**src/rtl/hand_centroid_tracker_if.sv**
```systemverilog
// Result bus from the centroid tracker to the gesture classifier / arm controller.
// The master drives the payload and result_valid; the slave returns result_ready.
interface hand_centroid_tracker_if #(
  parameter int CNT_W = 20
);
  logic             result_valid;
  logic             result_ready;
  logic [15:0]      cent_x;
  logic [15:0]      cent_y;
  logic             obj_found;
  logic [CNT_W-1:0] pix_count;
  logic [15:0]      bbox_min_x;
  logic [15:0]      bbox_max_x;
  logic [15:0]      bbox_min_y;
  logic [15:0]      bbox_max_y;

  modport master (
    output result_valid, cent_x, cent_y, obj_found, pix_count,
    output bbox_min_x, bbox_max_x, bbox_min_y, bbox_max_y,
    input  result_ready
  );

  modport slave (
    input  result_valid, cent_x, cent_y, obj_found, pix_count,
    input  bbox_min_x, bbox_max_x, bbox_min_y, bbox_max_y,
    output result_ready
  );
endinterface

```
**src/rtl/hand_centroid_tracker.sv**
```systemverilog
// Per-frame hand-pixel centroid with a sequential restoring divider.
// Define CENTROID_BBOX_EN to build the bounding-box tracker.
module hand_centroid_tracker #(
  parameter int DATA_WIDTH = 8,
  parameter int CNT_W      = 20,
  parameter int SUM_W      = 30,
  parameter int MIN_PIXELS = 64
) (
  input  logic                  clk,
  input  logic                  rst_n,
  input  logic [DATA_WIDTH-1:0] pixel_data,
  input  logic                  pixel_valid,
  input  logic                  frame_start,
  input  logic                  frame_end,
  input  logic [15:0]           pixel_x,
  input  logic [15:0]           pixel_y,
  input  logic [DATA_WIDTH-1:0] th_lo,
  input  logic [DATA_WIDTH-1:0] th_hi,
  hand_centroid_tracker_if.master res,
  output logic                  busy,
  output logic                  overrun
);

  localparam int IT_W = $clog2(SUM_W);
  localparam logic [CNT_W-1:0] MIN_C = CNT_W'(MIN_PIXELS);
  localparam logic [IT_W-1:0] IT_LAST = IT_W'(SUM_W - 1);

  typedef enum logic [1:0] {IDLE, DIVX, DIVY, RESULT} state_e;

  state_e state_q;

  logic [DATA_WIDTH-1:0] lo_q, hi_q, lo_eff, hi_eff;
  logic                  match, clr, fe_q;
  logic [CNT_W-1:0]      cnt_q, cnt_base, cnt_d;
  logic [CNT_W:0]        cnt_inc;
  logic [SUM_W-1:0]      sx_q, sy_q, sx_base, sy_base, sx_d, sy_d;
  logic [SUM_W:0]        sx_add, sy_add;

  logic [CNT_W-1:0]      snap_cnt_q;
  logic [SUM_W-1:0]      snap_sy_q;
  logic [SUM_W-1:0]      quo_q, quo_d;
  logic [CNT_W-1:0]      rem_q, rem_d;
  logic [CNT_W:0]        rem_sh;
  logic [IT_W-1:0]       it_q;
  logic                  div_last, enter_nf, enter_f;
  logic [15:0]           cx_q;

  logic                  rv_q, found_q, busy_q, ovr_q;
  logic [15:0]           ocx_q, ocy_q;
  logic [CNT_W-1:0]      opix_q;

  always_comb begin
    lo_eff   = frame_start ? th_lo : lo_q;
    hi_eff   = frame_start ? th_hi : hi_q;
    match    = pixel_valid && (pixel_data >= lo_eff) && (pixel_data <= hi_eff);
    clr      = frame_start || fe_q;
    cnt_base = clr ? '0 : cnt_q;
    sx_base  = clr ? '0 : sx_q;
    sy_base  = clr ? '0 : sy_q;
    cnt_inc  = {1'b0, cnt_base} + 1'b1;
    sx_add   = {1'b0, sx_base} + (SUM_W+1)'(pixel_x);
    sy_add   = {1'b0, sy_base} + (SUM_W+1)'(pixel_y);
    cnt_d    = cnt_base;
    sx_d     = sx_base;
    sy_d     = sy_base;
    if (match) begin
      cnt_d = cnt_inc[CNT_W] ? '1 : cnt_inc[CNT_W-1:0];
      sx_d  = sx_add[SUM_W] ? '1 : sx_add[SUM_W-1:0];
      sy_d  = sy_add[SUM_W] ? '1 : sy_add[SUM_W-1:0];
    end
  end

  // One restoring step: the quotient shifts into the vacated dividend bits.
  always_comb begin
    rem_sh = {rem_q, quo_q[SUM_W-1]};
    if (rem_sh >= {1'b0, snap_cnt_q}) begin
      rem_d = CNT_W'(rem_sh - {1'b0, snap_cnt_q});
      quo_d = {quo_q[SUM_W-2:0], 1'b1};
    end else begin
      rem_d = rem_sh[CNT_W-1:0];
      quo_d = {quo_q[SUM_W-2:0], 1'b0};
    end
  end

  assign div_last = (it_q == IT_LAST);
  assign enter_nf = (state_q == IDLE) && fe_q && (cnt_q < MIN_C);
  assign enter_f  = (state_q == DIVY) && div_last;

  always_ff @(posedge clk) begin
    if (!rst_n) begin
      state_q    <= IDLE;
      lo_q       <= '0;
      hi_q       <= '0;
      fe_q       <= 1'b0;
      cnt_q      <= '0;
      sx_q       <= '0;
      sy_q       <= '0;
      snap_cnt_q <= '0;
      snap_sy_q  <= '0;
      quo_q      <= '0;
      rem_q      <= '0;
      it_q       <= '0;
      cx_q       <= '0;
      rv_q       <= 1'b0;
      found_q    <= 1'b0;
      busy_q     <= 1'b0;
      ovr_q      <= 1'b0;
      ocx_q      <= '0;
      ocy_q      <= '0;
      opix_q     <= '0;
    end else begin
      fe_q  <= frame_end;
      cnt_q <= cnt_d;
      sx_q  <= sx_d;
      sy_q  <= sy_d;
      if (frame_start) begin
        lo_q <= th_lo;
        hi_q <= th_hi;
      end
      if (fe_q && (state_q != IDLE)) ovr_q <= 1'b1;
      unique case (state_q)
        IDLE: begin
          if (fe_q) begin
            snap_cnt_q <= cnt_q;
            snap_sy_q  <= sy_q;
            quo_q      <= sx_q;
            rem_q      <= '0;
            it_q       <= '0;
            if (cnt_q >= MIN_C) begin
              state_q <= DIVX;
              busy_q  <= 1'b1;
            end else begin
              state_q <= RESULT;
              rv_q    <= 1'b1;
              found_q <= 1'b0;
              ocx_q   <= '0;
              ocy_q   <= '0;
              opix_q  <= cnt_q;
            end
          end
        end
        DIVX: begin
          quo_q <= quo_d;
          rem_q <= rem_d;
          it_q  <= it_q + 1'b1;
          if (div_last) begin
            cx_q    <= quo_d[15:0];
            quo_q   <= snap_sy_q;
            rem_q   <= '0;
            it_q    <= '0;
            state_q <= DIVY;
          end
        end
        DIVY: begin
          quo_q <= quo_d;
          rem_q <= rem_d;
          it_q  <= it_q + 1'b1;
          if (div_last) begin
            state_q <= RESULT;
            busy_q  <= 1'b0;
            rv_q    <= 1'b1;
            found_q <= 1'b1;
            ocx_q   <= cx_q;
            ocy_q   <= quo_d[15:0];
            opix_q  <= snap_cnt_q;
          end
        end
        RESULT: begin
          if (res.result_ready) begin
            rv_q    <= 1'b0;
            state_q <= IDLE;
          end
        end
        default: state_q <= IDLE;
      endcase
    end
  end

  assign res.result_valid = rv_q;
  assign res.cent_x       = ocx_q;
  assign res.cent_y       = ocy_q;
  assign res.obj_found    = found_q;
  assign res.pix_count    = opix_q;
  assign busy             = busy_q;
  assign overrun          = ovr_q;

`ifdef CENTROID_BBOX_EN
  logic [15:0] mnx_q, mxx_q, mny_q, mxy_q;
  logic [15:0] mnx_b, mxx_b, mny_b, mxy_b;
  logic [15:0] mnx_d, mxx_d, mny_d, mxy_d;
  logic [15:0] smnx_q, smxx_q, smny_q, smxy_q;
  logic [15:0] omnx_q, omxx_q, omny_q, omxy_q;

  always_comb begin
    mnx_b = clr ? 16'hFFFF : mnx_q;
    mxx_b = clr ? 16'h0000 : mxx_q;
    mny_b = clr ? 16'hFFFF : mny_q;
    mxy_b = clr ? 16'h0000 : mxy_q;
    mnx_d = (match && (pixel_x < mnx_b)) ? pixel_x : mnx_b;
    mxx_d = (match && (pixel_x > mxx_b)) ? pixel_x : mxx_b;
    mny_d = (match && (pixel_y < mny_b)) ? pixel_y : mny_b;
    mxy_d = (match && (pixel_y > mxy_b)) ? pixel_y : mxy_b;
  end

  always_ff @(posedge clk) begin
    if (!rst_n) begin
      mnx_q  <= 16'hFFFF;
      mxx_q  <= '0;
      mny_q  <= 16'hFFFF;
      mxy_q  <= '0;
      smnx_q <= '0;
      smxx_q <= '0;
      smny_q <= '0;
      smxy_q <= '0;
      omnx_q <= '0;
      omxx_q <= '0;
      omny_q <= '0;
      omxy_q <= '0;
    end else begin
      mnx_q <= mnx_d;
      mxx_q <= mxx_d;
      mny_q <= mny_d;
      mxy_q <= mxy_d;
      if (fe_q && (state_q == IDLE)) begin
        smnx_q <= mnx_q;
        smxx_q <= mxx_q;
        smny_q <= mny_q;
        smxy_q <= mxy_q;
      end
      if (enter_nf) begin
        omnx_q <= '0;
        omxx_q <= '0;
        omny_q <= '0;
        omxy_q <= '0;
      end else if (enter_f) begin
        omnx_q <= smnx_q;
        omxx_q <= smxx_q;
        omny_q <= smny_q;
        omxy_q <= smxy_q;
      end
    end
  end

  assign res.bbox_min_x = omnx_q;
  assign res.bbox_max_x = omxx_q;
  assign res.bbox_min_y = omny_q;
  assign res.bbox_max_y = omxy_q;
`else
  assign res.bbox_min_x = '0;
  assign res.bbox_max_x = '0;
  assign res.bbox_min_y = '0;
  assign res.bbox_max_y = '0;
`endif

endmodule

```
**src/flat_wrapper.sv**
```systemverilog
// flat-port wrapper written by rule: the top's interface ports become plain ports
module hand_centroid_tracker_flat 
#(
  parameter int DATA_WIDTH = 8,
  parameter int CNT_W      = 20,
  parameter int SUM_W      = 30,
  parameter int MIN_PIXELS = 64
)
  (clk, rst_n, pixel_data, pixel_valid, frame_start, frame_end, pixel_x, pixel_y, th_lo, th_hi, busy, overrun, res_result_valid, res_cent_x, res_cent_y, res_obj_found, res_pix_count, res_bbox_min_x, res_bbox_max_x, res_bbox_min_y, res_bbox_max_y, res_result_ready);
  hand_centroid_tracker_if #(.CNT_W(CNT_W)) res_i ();
  input  logic clk;
  input  logic rst_n;
  input  logic [DATA_WIDTH-1:0] pixel_data;
  input  logic pixel_valid;
  input  logic frame_start;
  input  logic frame_end;
  input  logic [15:0] pixel_x;
  input  logic [15:0] pixel_y;
  input  logic [DATA_WIDTH-1:0] th_lo;
  input  logic [DATA_WIDTH-1:0] th_hi;
  output logic busy;
  output logic overrun;
  output wire logic [$bits(res_i.result_valid)-1:0] res_result_valid;
  output wire logic [$bits(res_i.cent_x)-1:0] res_cent_x;
  output wire logic [$bits(res_i.cent_y)-1:0] res_cent_y;
  output wire logic [$bits(res_i.obj_found)-1:0] res_obj_found;
  output wire logic [$bits(res_i.pix_count)-1:0] res_pix_count;
  output wire logic [$bits(res_i.bbox_min_x)-1:0] res_bbox_min_x;
  output wire logic [$bits(res_i.bbox_max_x)-1:0] res_bbox_max_x;
  output wire logic [$bits(res_i.bbox_min_y)-1:0] res_bbox_min_y;
  output wire logic [$bits(res_i.bbox_max_y)-1:0] res_bbox_max_y;
  input wire logic [$bits(res_i.result_ready)-1:0] res_result_ready;
  assign res_result_valid = res_i.result_valid;
  assign res_cent_x = res_i.cent_x;
  assign res_cent_y = res_i.cent_y;
  assign res_obj_found = res_i.obj_found;
  assign res_pix_count = res_i.pix_count;
  assign res_bbox_min_x = res_i.bbox_min_x;
  assign res_bbox_max_x = res_i.bbox_max_x;
  assign res_bbox_min_y = res_i.bbox_min_y;
  assign res_bbox_max_y = res_i.bbox_max_y;
  assign res_i.result_ready = res_result_ready;
  hand_centroid_tracker #(.DATA_WIDTH(DATA_WIDTH), .CNT_W(CNT_W), .SUM_W(SUM_W), .MIN_PIXELS(MIN_PIXELS)) u_core (.clk(clk), .rst_n(rst_n), .pixel_data(pixel_data), .pixel_valid(pixel_valid), .frame_start(frame_start), .frame_end(frame_end), .pixel_x(pixel_x), .pixel_y(pixel_y), .th_lo(th_lo), .th_hi(th_hi), .res(res_i), .busy(busy), .overrun(overrun));
endmodule
```
**config.mk**
```make
export PLATFORM = sky130hd
export DESIGN_NAME = hand_centroid_tracker_flat
export DESIGN_NICKNAME = d
export VERILOG_FILES = /design/src/rtl/hand_centroid_tracker_if.sv /design/src/rtl/hand_centroid_tracker.sv /design/src/flat_wrapper.sv
export SDC_FILE = /design/constraint.sdc
export NUM_CORES = 1
export LEC_CHECK = 0
export CAP_MARGIN = 30
export CELL_PAD_IN_SITES_DETAIL_PLACEMENT = 2
export CELL_PAD_IN_SITES_GLOBAL_PLACEMENT = 2
export CORE_MARGIN = 4
export CORE_UTILIZATION = 30
export CTS_BUF_LIST = sky130_fd_sc_hd__clkbuf_16
export CTS_CLUSTER_SIZE = 14
export DETAILED_ROUTE_END_ITERATION = 8
export MAX_ROUTING_LAYER = met4
export PLACE_DENSITY_LB_ADDON = 0.1
export SLEW_MARGIN = 20
export SYNTH_ARGS = -nofsm -noshare
export SYNTH_HDL_FRONTEND = slang
export SYNTH_SLANG_ARGS = --single-unit
```
**constraint.sdc**
```tcl
create_clock -name clk -period 5.9 [get_ports clk]
set_input_delay 0.59 -clock clk [delete_from_list [all_inputs] [get_ports clk]]
set_output_delay 0.59 -clock clk [all_outputs]
set_load 0.02 [all_outputs]
```
; ---- Word level (Yosys, flattened, before mapping)
; Index checks and enable logic that the tools add are counted.
[classes]
addsub = 5
order_cmp = 4
eq_ne = 10
n_mux = 50
reduce_logical = 16
[ops]
columns = operator, n
row1 = two-way mux 30 bit, 8
row2 = two-way mux 20 bit, 9
row3 = one-hot mux 30 bit (3 select lines), 1
row4 = two-way mux 16 bit, 4
row5 = one-hot mux 16 bit (2 select lines), 2
row6 = adder 30 x 16 -> 31 bit, 2
row7 = one-hot mux 20 bit (3 select lines), 1
row8 = one-hot mux 20 bit (2 select lines), 1
row9 = adder 20 x 1 -> 21 bit (second input constant), 1
row10 = greater-or-equal comparator 21 x 20 -> 1 bit, 1
row11 = greater-or-equal comparator 20 x 7 -> 1 bit (second input constant), 1
row12 = subtractor 20 bit, 1
row13 = two-way mux 8 bit, 2
row14 = one-hot mux 5 bit (3 select lines), 1
row15 = AND reduction 4 bit, 3
row16 = two-way mux 1 bit, 10
row17 = two-way mux 2 bit, 5
row18 = two-way mux 5 bit, 2
row19 = greater-or-equal comparator 8 bit, 1
row20 = less-or-equal comparator 8 bit, 1
row21 = one-hot mux 2 bit (4 select lines), 1
row22 = inequality test 2 x 1 -> 1 bit (second input constant), 3
row23 = inequality test 2 bit (second input constant), 3
row24 = AND reduction 2 bit, 3
row25 = 12 further kinds, 18
[totals]
register_bits = 276
input_bits = 62
output_inout_bits = 120
word_cells = 105

; ---- Longest topological paths before layout
[depth]
ltp_word = 5
mapped_depth = 16

; ---- Worst setup path before layout
; No wires, ideal clock.
[synth_path]
kind = input -> register
start = input port frame_start
end = register u_core.sy_q[10]
setup_ps = 122
arrival_ps = 3569
setup_slack_ps = 2210
stages = 15
path_cell_list = buf_2 > nor2_4 > clkbuf_1 > clkbuf_1 > and2_1 > ha_1 > fa_1 > a211oi_1 > nor3b_1 > o31ai_1 > a21oi_1 > or2_1 > a31oi_2 > buf_2 > a21oi_1
[synth_between]
elab_chain_len = 5
[synth_lines]
columns = element, line_no
row1 = start: declaration, flat_wrapper.sv:15  ; input logic frame_start;
row2 = logical OR 1 bit / two-way mux 8 bit (equally long branches), -
row3 = two-way mux 30 bit / greater-or-equal comparator 8 bit (equally long branches), "hand_centroid_tracker.sv:59, hand_centroid_tracker.sv:55"
row4 = adder 30 x 16 -> 31 bit / logical AND 1 bit (equally long branches), "hand_centroid_tracker.sv:62, hand_centroid_tracker.sv:55"
row5 = two-way mux 30 bit / logical AND 1 bit (equally long branches), "hand_centroid_tracker.sv:69, hand_centroid_tracker.sv:55"
row6 = two-way mux 30 bit (*), hand_centroid_tracker.sv:66  ; if (match) begin
row7 = end signal: assignment, hand_centroid_tracker.sv:115  ; sy_q <= sy_d;
row8 = end: declaration, hand_centroid_tracker.sv:36  ; logic [SUM_W-1:0] sx_q, sy_q, sx_base, sy_base, sx_d, sy_d;
; Mark *: on every way between the ends. The rest lies on a longest branch, timed or not.
; A chain may end at the register's enable or synchronous reset.

; ---- Worst setup path after layout
[layout_path]
start = input port frame_start
end = register u_core.sy_q[5]
; Same word-level chain as after synthesis.

==> flow_summary.yaml <==
detailed_routing:
  num_vias: 13320
  vias_per_cell: 5.094
  drc: 0
  drt_iter0_drc: 551
  wl_um: 49690
  wl_per_cell_um: 19.01
  drtAntennaViolNets: 0
  drtPass1Iterations: 6
power_and_ir_drop:
  p_int_mw: 3.625
  swShare_pct: 34.52
  comb_power_share_pct: 26.1
  seq_power_share_pct: 37.1
  ir_drop_mv: 0.1553
  power.density_mw_per_mm2: 315.1
  power_switching_mw: 1.912
  p_clk_share_pct: 36.8
  p_leak_nw: 6.712
floorplan:
  ios: 182
  die-area_mm2: 0.05361
  row_count: 81
  dieWidth_um: 231.5
  die_y_um: 231.5
  core_region_area_mm2: 0.04915
  start_util_pct: 30.50
cts:
  clock_sinks: 276
  cts_tree: "done"
  htreeDepth: 2
  cts_resized: 0
  clkTransAtPathRegs_ns: 0.06
  postCtsHoldBufs: 0
  post_cts_buffers: 0
  insertion_delay_ns: 0.55
  clockBufferDepth: 3
  cts-root-buf: "clkbuf_16"
  numCtsBuffers: 36
global_route:
  met3_usage_pct: 2.593
  use_met1_pct: 24.13
  top_usage_layer: "met2"
  grt-ovfl-total: 0
  grt_util_met2_pct: 31.34
  grt_pass1_wl_um: 79960
  grt_max_degree: 93
  antenna_found_initial: 0
  grtUsageTotal_pct: 18.68
  grt_pass1_vias: 14340
synthesis:
  synthTopCellsByArea: "dfxtp_1, a21oi_1, nand2_1, ha_1, mux2i_1"
  synth_common_cells: "dfxtp_1, nand2_1, a21oi_1, nor2_1, nand3_1"
  yosysWarnings: 0
  synth_area_mm2: 0.01499
  synth_cells: 1862
  synth-xor-area-share_pct: 4.148
  synth_top_family_by_area: "simple AND/OR/NAND/NOR gates"
  post-synth-top-count-cell: "dfxtp_1"
  netlist-cell-type-count: 73
  avgSynthCellArea_um2: 8.051
  async_flop_share_pct: 0
  synthAdderAreaFrac_pct: 6.743
  synth_compound_area_share_pct: 19.82
  synth_ff_type: "dfxtp_1"
  synth-seq-area-share_pct: 36.86
  synth_edf_count: 0
  yosys.area_share.simple_pct: 21.04
  yosysTopAreaCellShare_pct: 36.86
  ys_ff_latch: 276
  synthMuxAreaShare_pct: 3.756
  synth.largest_area_cell: "dfxtp_1"
placement:
  finalWeightedCongestion: 0.7895
  placed_cell_area_mm2: 0.01648
  place_hpwl_um: 35180
  port_buffers: 117
  dp.cells: 2552
timing:
  fmax_mhz: 240.1
  worst_slew_pin_slew_ns: 0.9535
  tns_ns: 0
  fin_skew_ns: 0.02186
  period_share_pct: 70.61
  rsz0062_at_grt: "no"
  timing.slew.headroom_pct: 36.43
  min_period_ns: 4.166
  whs_ns: 0.4500
  hold_violations: 0
  slew_viol_final: 0
  setup_viol: 0
hold_path:
  hold_path_class: "flip-flop to flip-flop"
final_layout:
  nets: 2069
  antenna_cells: 0
  layout.cells.non_filler: 2614
  area_growth_pct: 17.23
  postLayoutCellArea_mm2: 0.01757
  drive_gt1_share_pct: 5.282
  utilization_pct: 35.75
critical_path:
  cp-end-kind: "flip-flop"
  criticalPathCategory: "input port to flip-flop"
  worst_ep_arrival_time_ns: 4.55
  start_kind: "input port"
  path_max_fanout: 30
  critPathRequiredTime_ns: 6.28
run:
  max_cap_violations: 0
outcome:
  status: "complete, no violations"
-- registers in the layout, indices dropped and copies added (netlist names), 2 cells and up --
register / cells
u_core.quo_q: 30
u_core.snap_sy_q: 30
u_core.sx_q: 30
u_core.sy_q: 30
u_core.cnt_q: 20
u_core.rem_q: 20
u_core.res.pix_count: 20
u_core.snap_cnt_q: 20
u_core.cx_q: 16
u_core.res.cent_x: 16
u_core.res.cent_y: 16
u_core.hi_q: 8
u_core.lo_q: 8
u_core.it_q: 5
u_core.state_q: 2
-- metrics by stage --
| stage | worst slack [ns] | total power, mW |
|---|---|---|
| 5_1_grt | 1.398 | 5.869 |
| 3_3_place_gp | 1.150 | 3.513 |
| 3_5_place_dp | 1.110 | 3.559 |
| 4_1_cts | 1.680 | 5.640 |
| 6_report | 1.734 | 5.537 |
| 2_1_floorplan | 2.210 | 3.099 |
-- metal layers --
metal  share of wire [%]  routed length, um
met5                   0                  0
met2                  48              23880
met1                  47              23530
met3                 3.1               1533
met4                 1.5                739
-- cells by family (layout without fill, tap and decap cells) --
family / after synthesis / count (layout)
AND/OR/NAND/NOR: 673 / 673
AO/OA/AOI/OAI: 482 / 482
flip-flops: 276 / 276
buffers and inverters: 224 / 249
adder cells (fa/ha/maj): 79 / 79
XOR/XNOR: 71 / 71
multiplexers: 56 / 56
other: 1 / 64
-- path summary, 6_finish.rpt --
kind	from	end	slack, ns	depth (start not counted)
max	frame_start	u_core.sy_q[5]	1.73	13
min reg2reg	u_core.sy_q[6]	u_core.snap_sy_q[6]	0.45	2
max reg2reg	u_core.fe_q	u_core.sy_q[5]	1.99	11
min	u_core.sy_q[6]	u_core.snap_sy_q[6]	0.45	2
-- final cells by class --
cell class | count | area [um2]
well taps | 664 | 830.8
repair buffers | 140 | 1383
flip-flops and latches | 276 | 5525
fillers | 5630 | 31580
multi-input cells | 1425 | 8583
clock buffers | 37 | 925.9
inverters | 49 | 188.9
clock inverters | 23 | 137.6
-- power groups by stage --
| stage | sequential, mW | combinational [mW] | clock (mW) |
|---|---|---|---|
| after floorplan | 2.12 | 0.979 | 0 |
| after global placement | 2.09 | 1.42 | 0 |
| after detailed placement | 2.10 | 1.46 | 0 |
| after CTS | 2.06 | 1.47 | 2.11 |
| after global routing | 2.07 | 1.60 | 2.19 |
| final | 2.05 | 1.44 | 2.04 |
-- critical path, cell delays in order --
cell             delay, ns
clkdlybuf4s50_1       0.45
buf_4                 0.32
nor2_4                0.23
and2_1                0.24
ha_1                  0.21
fa_1                  0.43
a211oi_1              0.35
nor3b_1               0.11
o31ai_1               0.35
a21oi_1               0.20
or2_1                 0.26
a31oi_2               0.63
a21oi_1               0.16
-- layout by cell type, fill, tap and decap left out, drive strengths merged, types with 23 or more instances in the layout --
master	n
a21o	27
conb	64
a21oi	216
xor2	36
xnor2	35
nand2	261
nand4	28
ha	76
o21ai	104
buf	23
nand2b	36
clkdlybuf4s50	116
nor3	23
mux2i	54
inv	58
a221oi	28
a211oi	40
and2	42
dfxtp	276
nor2	124
clkbuf	38
nand3	96
Note: power is estimated with default switching activity, not from simulation.
